`config.mk`:
```
export PLATFORM = sky130hd
export DESIGN_NAME = sync_fifo_flat
export DESIGN_NICKNAME = d
export VERILOG_FILES = /design/src/rtl/sync_fifo_if.sv /design/src/rtl/sync_fifo.sv /design/src/flat_wrapper.sv
export SDC_FILE = /design/constraint.sdc
export NUM_CORES = 1
export LEC_CHECK = 0
export CAP_MARGIN = 20
export CORE_MARGIN = 2
export CORE_UTILIZATION = 40
export DETAILED_ROUTE_END_ITERATION = 10
export GPL_ROUTABILITY_DRIVEN = 0
export SYNTH_ARGS = -nofsm -noshare
export SYNTH_HDL_FRONTEND = slang
export SYNTH_SLANG_ARGS = --single-unit
```
`constraint.sdc`:
```
create_clock -name clk -period 3.6 [get_ports clk]
set_input_delay 1.08 -clock clk [delete_from_list [all_inputs] [get_ports clk]]
set_output_delay 1.08 -clock clk [all_outputs]
set_load 0.02 [all_outputs]
```
`src/rtl/sync_fifo_if.sv`:
```
// rtl/sync_fifo_if.sv - write/read handshake bundle for sync_fifo
interface sync_fifo_if #(
    parameter int WIDTH   = 8,
    parameter int POINTER = 4
);
    logic               wr_en;
    logic [WIDTH-1:0]   wr_data;
    logic               wr_full;
    logic               wr_afull;
    logic               wr_ovf;
    logic               rd_en;
    logic [WIDTH-1:0]   rd_data;
    logic               rd_valid;
    logic               rd_empty;
    logic               rd_aempty;
    logic               rd_udf;
    logic [POINTER:0]   level;

    // FIFO side
    modport slave (
        input  wr_en, wr_data, rd_en,
        output wr_full, wr_afull, wr_ovf,
        output rd_data, rd_valid, rd_empty, rd_aempty, rd_udf, level
    );

    // producer/consumer side
    modport master (
        output wr_en, wr_data, rd_en,
        input  wr_full, wr_afull, wr_ovf,
        input  rd_data, rd_valid, rd_empty, rd_aempty, rd_udf, level
    );
endinterface

```
`src/rtl/sync_fifo.sv`:
```
// rtl/sync_fifo.sv - single-clock FIFO with level, almost flags, error pulses, FWFT/registered read
module sync_fifo #(
    parameter int WIDTH   = 8,
    parameter int POINTER = 4,
    parameter int AFULL   = 14,
    parameter int AEMPTY  = 2,
    parameter int FWFT    = 1
) (
    input  logic          clk,
    input  logic          srst,
    sync_fifo_if.slave    bus
);
    localparam int DEPTH = 1 << POINTER;

    localparam logic [POINTER:0] AFULL_L  = (POINTER+1)'(AFULL);
    localparam logic [POINTER:0] AEMPTY_L = (POINTER+1)'(AEMPTY);
    localparam logic [POINTER:0] ONE_L    = {{POINTER{1'b0}}, 1'b1};

    logic [WIDTH-1:0]   r_mem [DEPTH];
    logic [POINTER:0]   r_wr_ptr;
    logic [POINTER:0]   r_rd_ptr;
    logic [POINTER:0]   r_level;
    logic               r_ovf;
    logic               r_udf;

    logic               w_full;
    logic               w_empty;
    logic               w_wr_acc;
    logic               w_rd_acc;

    // Pointers carry one extra wrap bit so full and empty are distinguishable
    // when the addresses coincide.
    assign w_full  = (r_wr_ptr[POINTER] != r_rd_ptr[POINTER]) &&
                     (r_wr_ptr[POINTER-1:0] == r_rd_ptr[POINTER-1:0]);
    assign w_empty = (r_wr_ptr == r_rd_ptr);

    // Acceptance only looks at registered full/empty, so a read on a full FIFO
    // never frees a slot for a write in the same cycle (and vice versa).
    assign w_wr_acc = bus.wr_en & ~w_full;
    assign w_rd_acc = bus.rd_en & ~w_empty;

    assign bus.wr_full   = w_full;
    assign bus.rd_empty  = w_empty;
    assign bus.wr_afull  = (r_level >= AFULL_L);
    assign bus.rd_aempty = (r_level <= AEMPTY_L);
    assign bus.wr_ovf    = r_ovf;
    assign bus.rd_udf    = r_udf;
    assign bus.level     = r_level;

    // Storage array: never reset, writes suppressed during reset
    always_ff @(posedge clk) begin
        if (!srst && w_wr_acc) begin
            r_mem[r_wr_ptr[POINTER-1:0]] <= bus.wr_data;
        end
    end

    // Pointer, level and error-pulse state
    always_ff @(posedge clk) begin
        if (srst) begin
            r_wr_ptr <= '0;
            r_rd_ptr <= '0;
            r_level  <= '0;
            r_ovf    <= 1'b0;
            r_udf    <= 1'b0;
        end else begin
            if (w_wr_acc) begin
                r_wr_ptr <= r_wr_ptr + ONE_L;
            end
            if (w_rd_acc) begin
                r_rd_ptr <= r_rd_ptr + ONE_L;
            end
            case ({w_wr_acc, w_rd_acc})
                2'b10:   r_level <= r_level + ONE_L;
                2'b01:   r_level <= r_level - ONE_L;
                default: r_level <= r_level;
            endcase
            r_ovf <= bus.wr_en & w_full;
            r_udf <= bus.rd_en & w_empty;
        end
    end

    generate
        if (FWFT != 0) begin : g_fwft
            // Head word is always presented; popping advances to the next one.
            assign bus.rd_data  = r_mem[r_rd_ptr[POINTER-1:0]];
            assign bus.rd_valid = ~w_empty;
        end else begin : g_reg_read
            logic [WIDTH-1:0] r_rd_data;
            logic             r_rd_valid;

            // Registered read: data lands one cycle after an accepted pop and
            // is held until the next pop.
            always_ff @(posedge clk) begin
                if (srst) begin
                    r_rd_data  <= '0;
                    r_rd_valid <= 1'b0;
                end else begin
                    r_rd_valid <= w_rd_acc;
                    if (w_rd_acc) begin
                        r_rd_data <= r_mem[r_rd_ptr[POINTER-1:0]];
                    end
                end
            end

            assign bus.rd_data  = r_rd_data;
            assign bus.rd_valid = r_rd_valid;
        end
    endgenerate
endmodule
```
`src/flat_wrapper.sv`:
```
// flat-port wrapper written by rule: the top's interface ports become plain ports
module sync_fifo_flat 
#(
    parameter int WIDTH   = 8,
    parameter int POINTER = 4,
    parameter int AFULL   = 14,
    parameter int AEMPTY  = 2,
    parameter int FWFT    = 1
)
  (clk, srst, bus_wr_en, bus_wr_data, bus_rd_en, bus_wr_full, bus_wr_afull, bus_wr_ovf, bus_rd_data, bus_rd_valid, bus_rd_empty, bus_rd_aempty, bus_rd_udf, bus_level);
  sync_fifo_if #(.WIDTH(WIDTH), .POINTER(POINTER)) bus_i ();
  input  logic clk;
  input  logic srst;
  input wire logic [$bits(bus_i.wr_en)-1:0] bus_wr_en;
  input wire logic [$bits(bus_i.wr_data)-1:0] bus_wr_data;
  input wire logic [$bits(bus_i.rd_en)-1:0] bus_rd_en;
  output wire logic [$bits(bus_i.wr_full)-1:0] bus_wr_full;
  output wire logic [$bits(bus_i.wr_afull)-1:0] bus_wr_afull;
  output wire logic [$bits(bus_i.wr_ovf)-1:0] bus_wr_ovf;
  output wire logic [$bits(bus_i.rd_data)-1:0] bus_rd_data;
  output wire logic [$bits(bus_i.rd_valid)-1:0] bus_rd_valid;
  output wire logic [$bits(bus_i.rd_empty)-1:0] bus_rd_empty;
  output wire logic [$bits(bus_i.rd_aempty)-1:0] bus_rd_aempty;
  output wire logic [$bits(bus_i.rd_udf)-1:0] bus_rd_udf;
  output wire logic [$bits(bus_i.level)-1:0] bus_level;
  assign bus_i.wr_en = bus_wr_en;
  assign bus_i.wr_data = bus_wr_data;
  assign bus_i.rd_en = bus_rd_en;
  assign bus_wr_full = bus_i.wr_full;
  assign bus_wr_afull = bus_i.wr_afull;
  assign bus_wr_ovf = bus_i.wr_ovf;
  assign bus_rd_data = bus_i.rd_data;
  assign bus_rd_valid = bus_i.rd_valid;
  assign bus_rd_empty = bus_i.rd_empty;
  assign bus_rd_aempty = bus_i.rd_aempty;
  assign bus_rd_udf = bus_i.rd_udf;
  assign bus_level = bus_i.level;
  sync_fifo #(.WIDTH(WIDTH), .POINTER(POINTER), .AFULL(AFULL), .AEMPTY(AEMPTY), .FWFT(FWFT)) u_core (.clk(clk), .srst(srst), .bus(bus_i));
endmodule
```
# Yosys cells after proc, flatten, opt, wreduce, memory -nomap -nowiden
# Memory sizes are Yosys's and may differ from the RTL's. A register that Yosys moved wholly into a read port is not among the register bits.
# Index checks and enable logic that the tools add are counted.
[totals]
reg_bits = 17
ram_bits = 128
input_bits = 12
output_inout_bits = 20
word_cells = 32
memories = 1
[classes]
addsub = 4
order_cmp = 2
eq_ne = 5
muxes = 5
bitwise_logic = 6
n_reduce_logical = 4
[memory_table]
columns = ["name", "words", "word_bits", "read_ports", "rd_ports_with_merged_regs", "wr", "line_no", "text"]
rows = [
  ["u_core.r_mem", 16, 8, 1, 1, 1, "sync_fifo.sv:19", "logic [WIDTH-1:0] r_mem [DEPTH];"],
]
[ops]
columns = ["op", "count"]
rows = [
  ["$add A5 B1 Y5 const B", 3],
  ["$pmux W5 S2", 1],
  ["$mux W4", 2],
  ["$eq A5 B5 Y1", 1],
  ["$ge A5 B4 Y1 const B", 1],
  ["$le A5 B2 Y1 const B", 1],
  ["$sub A5 B1 Y5 const B", 1],
  ["$and A1 B1 Y1", 4],
  ["$eq A4 B4 Y1", 1],
  ["$eq A2 B1 Y1 const B", 1],
  ["$eq A2 B2 Y1 const B", 1],
  ["$logic_and A1 B1 Y1", 2],
  ["$mux W1", 2],
  ["$not A1 Y1", 2],
  ["$reduce_bool A2 Y1", 1],
  ["$logic_not A1 Y1", 1],
  ["$ne A1 B1 Y1", 1],
]

# Depth between registers and ports, before layout
[logic_depth]
word_depth = 7
ltp_mapped = 14
mapped_depth_nobuf = 12

# Worst setup path after synthesis
# OpenSTA, ideal clock, no wires.
[synth_path]
path_kind = "input to register"
startpoint = "input port bus_wr_en"
endpoint = "register u_core.r_level[2], in the netlist u_core.bus.level[2]"
setup_time_ns = 0.071
arrival_ns = 3.458
required_time_ns = 3.529
slack_ns = 0.072
path_stages = 12
path_buffers = 1
path_cell_list = "inv_1 -> a21oi_1 -> inv_1 -> ha_1 -> clkbuf_1 -> xor2_1 -> ha_1 -> a31oi_1 -> mux2i_1 -> xnor2_1 -> or3_1 -> a21oi_1"
[synth_via]
elab_chain_len = 3
word_cells_on_any_way = 5
cone_classes = "eq/ne: 2; mux: 1; bitwise: 1; reduce/logical: 1"
[synth_rtl]
columns = ["element", "line_no", "text"]
rows = [
  ["from (decl)", "flat_wrapper.sv:14", "input wire logic [$bits(bus_i.wr_en)-1:0] bus_wr_en;"],
  ["$and A1 B1 Y1 (*)", "sync_fifo.sv:39", "assign w_wr_acc = bus.wr_en & ~w_full;"],
  ["$eq A2 B1 Y1 or $eq A2 B2 Y1 (tied branches)", "sync_fifo.sv:72", "case ({w_wr_acc, w_rd_acc})"],
  ["$pmux W5 S2 or $reduce_bool A2 Y1 (tied branches)", "--", ""],
  ["to (signal assigned)", "sync_fifo.sv:73", "2'b10: r_level <= r_level + ONE_L;"],
  ["to (signal assigned)", "sync_fifo.sv:74", "2'b01: r_level <= r_level - ONE_L;"],
  ["to (signal assigned)", "sync_fifo.sv:75", "default: r_level <= r_level;"],
  ["to (decl)", "sync_fifo.sv:22", "logic [POINTER:0] r_level;"],
]
# Every way passes the cells marked *; elsewhere a longest branch is shown, timed or not.
# A chain may end at the register's enable or synchronous reset.

==> impl_metrics.csv <==
group,metric,value,unit
synthesis,post-synth-top-area-fraction,63.3,%
synthesis,synth_seq_area_share,70.3,%
detailed_routing,drt-pass1-iter-count,5,
synthesis,synth-async-reset-ratio,0,%
setup_path,crit_slowest_cell,"sky130_fd_sc_hd__mux4_2",
min_path,hold_path_depth,2,
floorplanning,die_width,127,µm
timing,setup_viol,0,
grt,grt_first_pass_wirelength,19.0,mm
clock_tree,cts_tree,"built",
setup_path,r2r_setup_slack,0.74,ns
synthesis,post_synthesis_cell_area,6070,µm²
synthesis,synth.distinct_cells,38,
clock_tree,cts_htree_levels,4,
setup_path,worstSetupEndpointType,"output pin",
timing,fmaxAchievable,0.288,GHz
grt,grt_remaining_overflow,0,
power,swShare,26.0,%
setup_path,worstRegToRegCells,12,
setup_path,largest_fanout_on_the_critical_path,9,
power,sequentialPowerShare,46.1,%
detailed_routing,via_per_inst,5.24,
power,power_frac_comb,17.8,%
timing,timing_worst_slew_pin_value,0.558,ns
floorplanning,fp-row-count,45,
clock_tree,clock-sinks,149,
timing,timing.final.crit_share,96.5,%
synthesis,postSynthRegisterBits,149,
clock_tree,clk_latency,0.41,ns
clock_tree,clk_pin_slew_worst_paths,0.06,ns
synthesis,dominantRegCellSynth,"sky130_fd_sc_hd__edfxtp_1",
outcome,run_status,"completed",
floorplanning,fp.coreArea,15000,µm²
synthesis,yosys_warnings,0,
timing,rsz0062_at_grt,"false",
setup_path,criticalPathCategory,"flop to output pin",
synthesis,postSynthCellCount,341,
detailed_routing,vias,3172,
setup_path,reg2reg_from,"u_core.r_wr_ptr[0]",
floorplanning,die-area,16200,µm²
setup_path,r2r-end,"u_core.bus.level[2]",
power,clockPowerShare,36.1,%
detailed_routing,drc,0,
final_layout,flow.area_growth_from_synthesis,21.0,%
setup_path,cpPeakStageDelay,0.54,ns
setup_path,sequence_of_cells_on_the_critical_path,"buf_4 > mux4_2 > mux4_2 > dlygate4sd2_1",
min_path,holdCritStartpoint,"u_core.r_wr_ptr[4]",
synthesis,synth.net_count,360,
grt,grt_max_degree,33,
clock_tree,max-clock-path-buffers,2,
power,p_per_area,587,nW/µm²
detailed_routing,post_drt_wl_per_cell,20.1,µm
grt,antenna_found_initial,0,
setup_path,cp_most_frequent_cell,"sky130_fd_sc_hd__mux4_2",
setup_path,timing.critical_path.required,2.52,ns
final_layout,antenna_cells,0,
place,port_buffers,31,
min_path,hold_path.class,"flop to flop",
min_path,worstHoldEndpoint,"u_core.r_wr_ptr[4]",
clock_tree,cts_inserted_buffers,17,
detailed_routing,drt_iter0_drc,308,
detailed_routing,drt_wl_total,12.1,mm
final_layout,postLayoutCoreUtil,48.8,%
timing,setup_total_negative_slack,0,ns
floorplanning,die-height,127,µm
synthesis,synth_top_cells_by_area,"sky130_fd_sc_hd__edfxtp_1, sky130_fd_sc_hd__mux4_2, sky130_fd_sc_hd__dfxtp_1",
grt,first_global_vias,3312,
floorplanning,io-pin-count,32,
power,p_int,0.00319,W
timing,final_max_slew_viol_count,0,
power,p_switching,0.00112,W
timing,final_hold_viol_count,0,
synthesis,avgSynthCellArea,17.8,µm²
synthesis,synth_top_cell_by_area,"sky130_fd_sc_hd__edfxtp_1",
flow_run,timing.max_cap.violations,0,
setup_path,start_kind,"flop",
clock_tree,cts_root_buf,"sky130_fd_sc_hd__clkbuf_16",
synthesis,post_synth_edffs,128,
final_layout,design.final.nets,423,
setup_path,timing.critical_path.arrival,2.39,ns
timing,fin_crit,3.47,ns
grt,groute.usage.overall,16.2,%
detailed_routing,antenna_violating_nets_post_route,0,
final_layout,drive_gt1_share,25.9,%
power,peakVddDrop,0.289,mV
timing,max-slew-margin-rel,62.7,%
floorplanning,initial_utilization,40.4,%
timing,final_worst_clock_skew,0.00696,ns
final_layout,nFillCells,1232,
power,leakage_power,2.45,nW
clock_tree,cts_setup_buffers,0,
place,place_hpwl,7.87,mm
-- cells by family after synthesis --
logic type,Yosys count,share of synthesized area [%]
flip-flops,149,70.3
AND/OR/NAND/NOR,77,6.23
multiplexers,44,15.5
buffers and inverters,26,1.63
AO/OA/AOI/OAI,20,2.35
XOR/XNOR,18,2.60
adder cells (fa/ha/maj),7,1.44
-- worst max-delay path, delay by kind of cell (launching register included) --
kind | cells | cell delay [ns]
multiplexers | 2 | 1.04
buffers and inverters | 2 | 0.58
flip-flops | 1 | 0.35
-- per-stage QoR --
stage	hold WS [ns]	instances	setup WS, ns	area (µm²)	total power, W
floorplan	0.536	341	0.0717	6070	0.00251
global placement	0.559	573	0.252	6830	0.00281
detailed placement	0.569	573	0.119	6830	0.00282
CTS	0.587	605	0.0870	7340	0.00436
global route	0.614	605	0.0403	7340	0.00449
finish	0.578	605	0.127	7340	0.00431
-- cell usage after synthesis (2+ instances only) --
cell type,instances
sky130_fd_sc_hd__buf_1,6
sky130_fd_sc_hd__nand2b_1,5
sky130_fd_sc_hd__edfxtp_1,128
sky130_fd_sc_hd__nor4_1,6
sky130_fd_sc_hd__or3_1,2
sky130_fd_sc_hd__a31oi_1,3
sky130_fd_sc_hd__a21oi_1,3
sky130_fd_sc_hd__xnor2_1,4
sky130_fd_sc_hd__ha_1,7
sky130_fd_sc_hd__nand2_1,15
sky130_fd_sc_hd__mux2i_1,4
sky130_fd_sc_hd__nor3b_1,2
sky130_fd_sc_hd__xor2_1,14
sky130_fd_sc_hd__nand3b_1,2
sky130_fd_sc_hd__clkbuf_1,12
sky130_fd_sc_hd__dfxtp_1,21
sky130_fd_sc_hd__nand4_1,4
sky130_fd_sc_hd__o21ai_0,3
sky130_fd_sc_hd__nor3_1,2
sky130_fd_sc_hd__mux4_2,40
sky130_fd_sc_hd__nand3_1,2
sky130_fd_sc_hd__nor2_1,34
sky130_fd_sc_hd__inv_1,7
-- flip-flops by register name (all words and copies together), names as in the netlist, named ones only --
| name | flops |
|---|---|
| u_core.bus.rd_udf | 1 |
| u_core.r_mem | 128 |
| u_core.bus.wr_ovf | 1 |
| u_core.r_wr_ptr | 5 |
| u_core.r_rd_ptr | 5 |
| u_core.bus.level | 5 |
-- worst max path at each step --
stage                         start             endpoint  slack (ns)  cells past startpoint
after floorplan           bus_wr_en  u_core.bus.level[2]        0.07                     12
after detailed placement  bus_rd_en  u_core.bus.level[2]        0.12                     10
after global routing           flop       bus_rd_data[1]        0.04                      4
final                          flop       bus_rd_data[1]        0.13                      4
after CTS                      flop       bus_rd_data[1]        0.09                      4
after global placement    bus_wr_en  u_core.bus.level[3]        0.25                      9
-- power groups by stage --
stage,sequential [W],clock (W),combinational [W]
final,0.00198,0.00156,0.000768
after global routing,0.00200,0.00167,0.000833
after floorplan,0.00201,0,0.000504
after CTS,0.00198,0.00159,0.000784
after detailed placement,0.00202,0,0.000798
after global placement,0.00202,0,0.000792
-- final cells by class --
cell class              instances  area (µm²)  area share [%]
flip-flops and latches        149        4270            58.1
multi-input cells             166        1730            23.6
repair buffers                 63         566            7.70
clock buffers                  21         440            6.00
well taps                     188         235            3.20
clock inverters                11        78.8            1.07
inverters                       7        26.3           0.358
-- placed cells by master, fill, tap and decap left out, types with 3 or more instances in the layout --
cell type	n
sky130_fd_sc_hd__dlygate4sd2_1	8
sky130_fd_sc_hd__nor4_2	4
sky130_fd_sc_hd__dfxtp_1	20
sky130_fd_sc_hd__nand4_1	4
sky130_fd_sc_hd__a21oi_1	3
sky130_fd_sc_hd__buf_4	30
sky130_fd_sc_hd__ha_1	7
sky130_fd_sc_hd__nor2_1	34
sky130_fd_sc_hd__nand2b_1	5
sky130_fd_sc_hd__mux4_2	40
sky130_fd_sc_hd__xnor2_1	4
sky130_fd_sc_hd__nand2_1	15
sky130_fd_sc_hd__clkbuf_1	4
sky130_fd_sc_hd__edfxtp_1	128
sky130_fd_sc_hd__clkinv_2	4
sky130_fd_sc_hd__o21ai_0	3
sky130_fd_sc_hd__a31oi_1	3
sky130_fd_sc_hd__clkinvlp_4	4
sky130_fd_sc_hd__mux2i_1	4
sky130_fd_sc_hd__xor2_1	14
sky130_fd_sc_hd__clkdlybuf4s50_1	23
sky130_fd_sc_hd__clkbuf_16	17
sky130_fd_sc_hd__inv_1	7
-- layer usage --
layer | up-vias | track usage (%) | wire [µm]
li1 | 1473 | - | -
met2 | 91 | 27.1 | 6160
met4 | 0 | 4.85 | 125
met3 | 10 | 4.15 | 532
met5 | - | 0 | 0
met1 | 1598 | 21.1 | 5320
-- timing repair --
item                       4_1_cts  5_1_grt
setup endpoints to repair        8        0
resized for setup                8        0
hold buffers                     0        0
No activity file was read; power rests on OpenSTA's default activity.
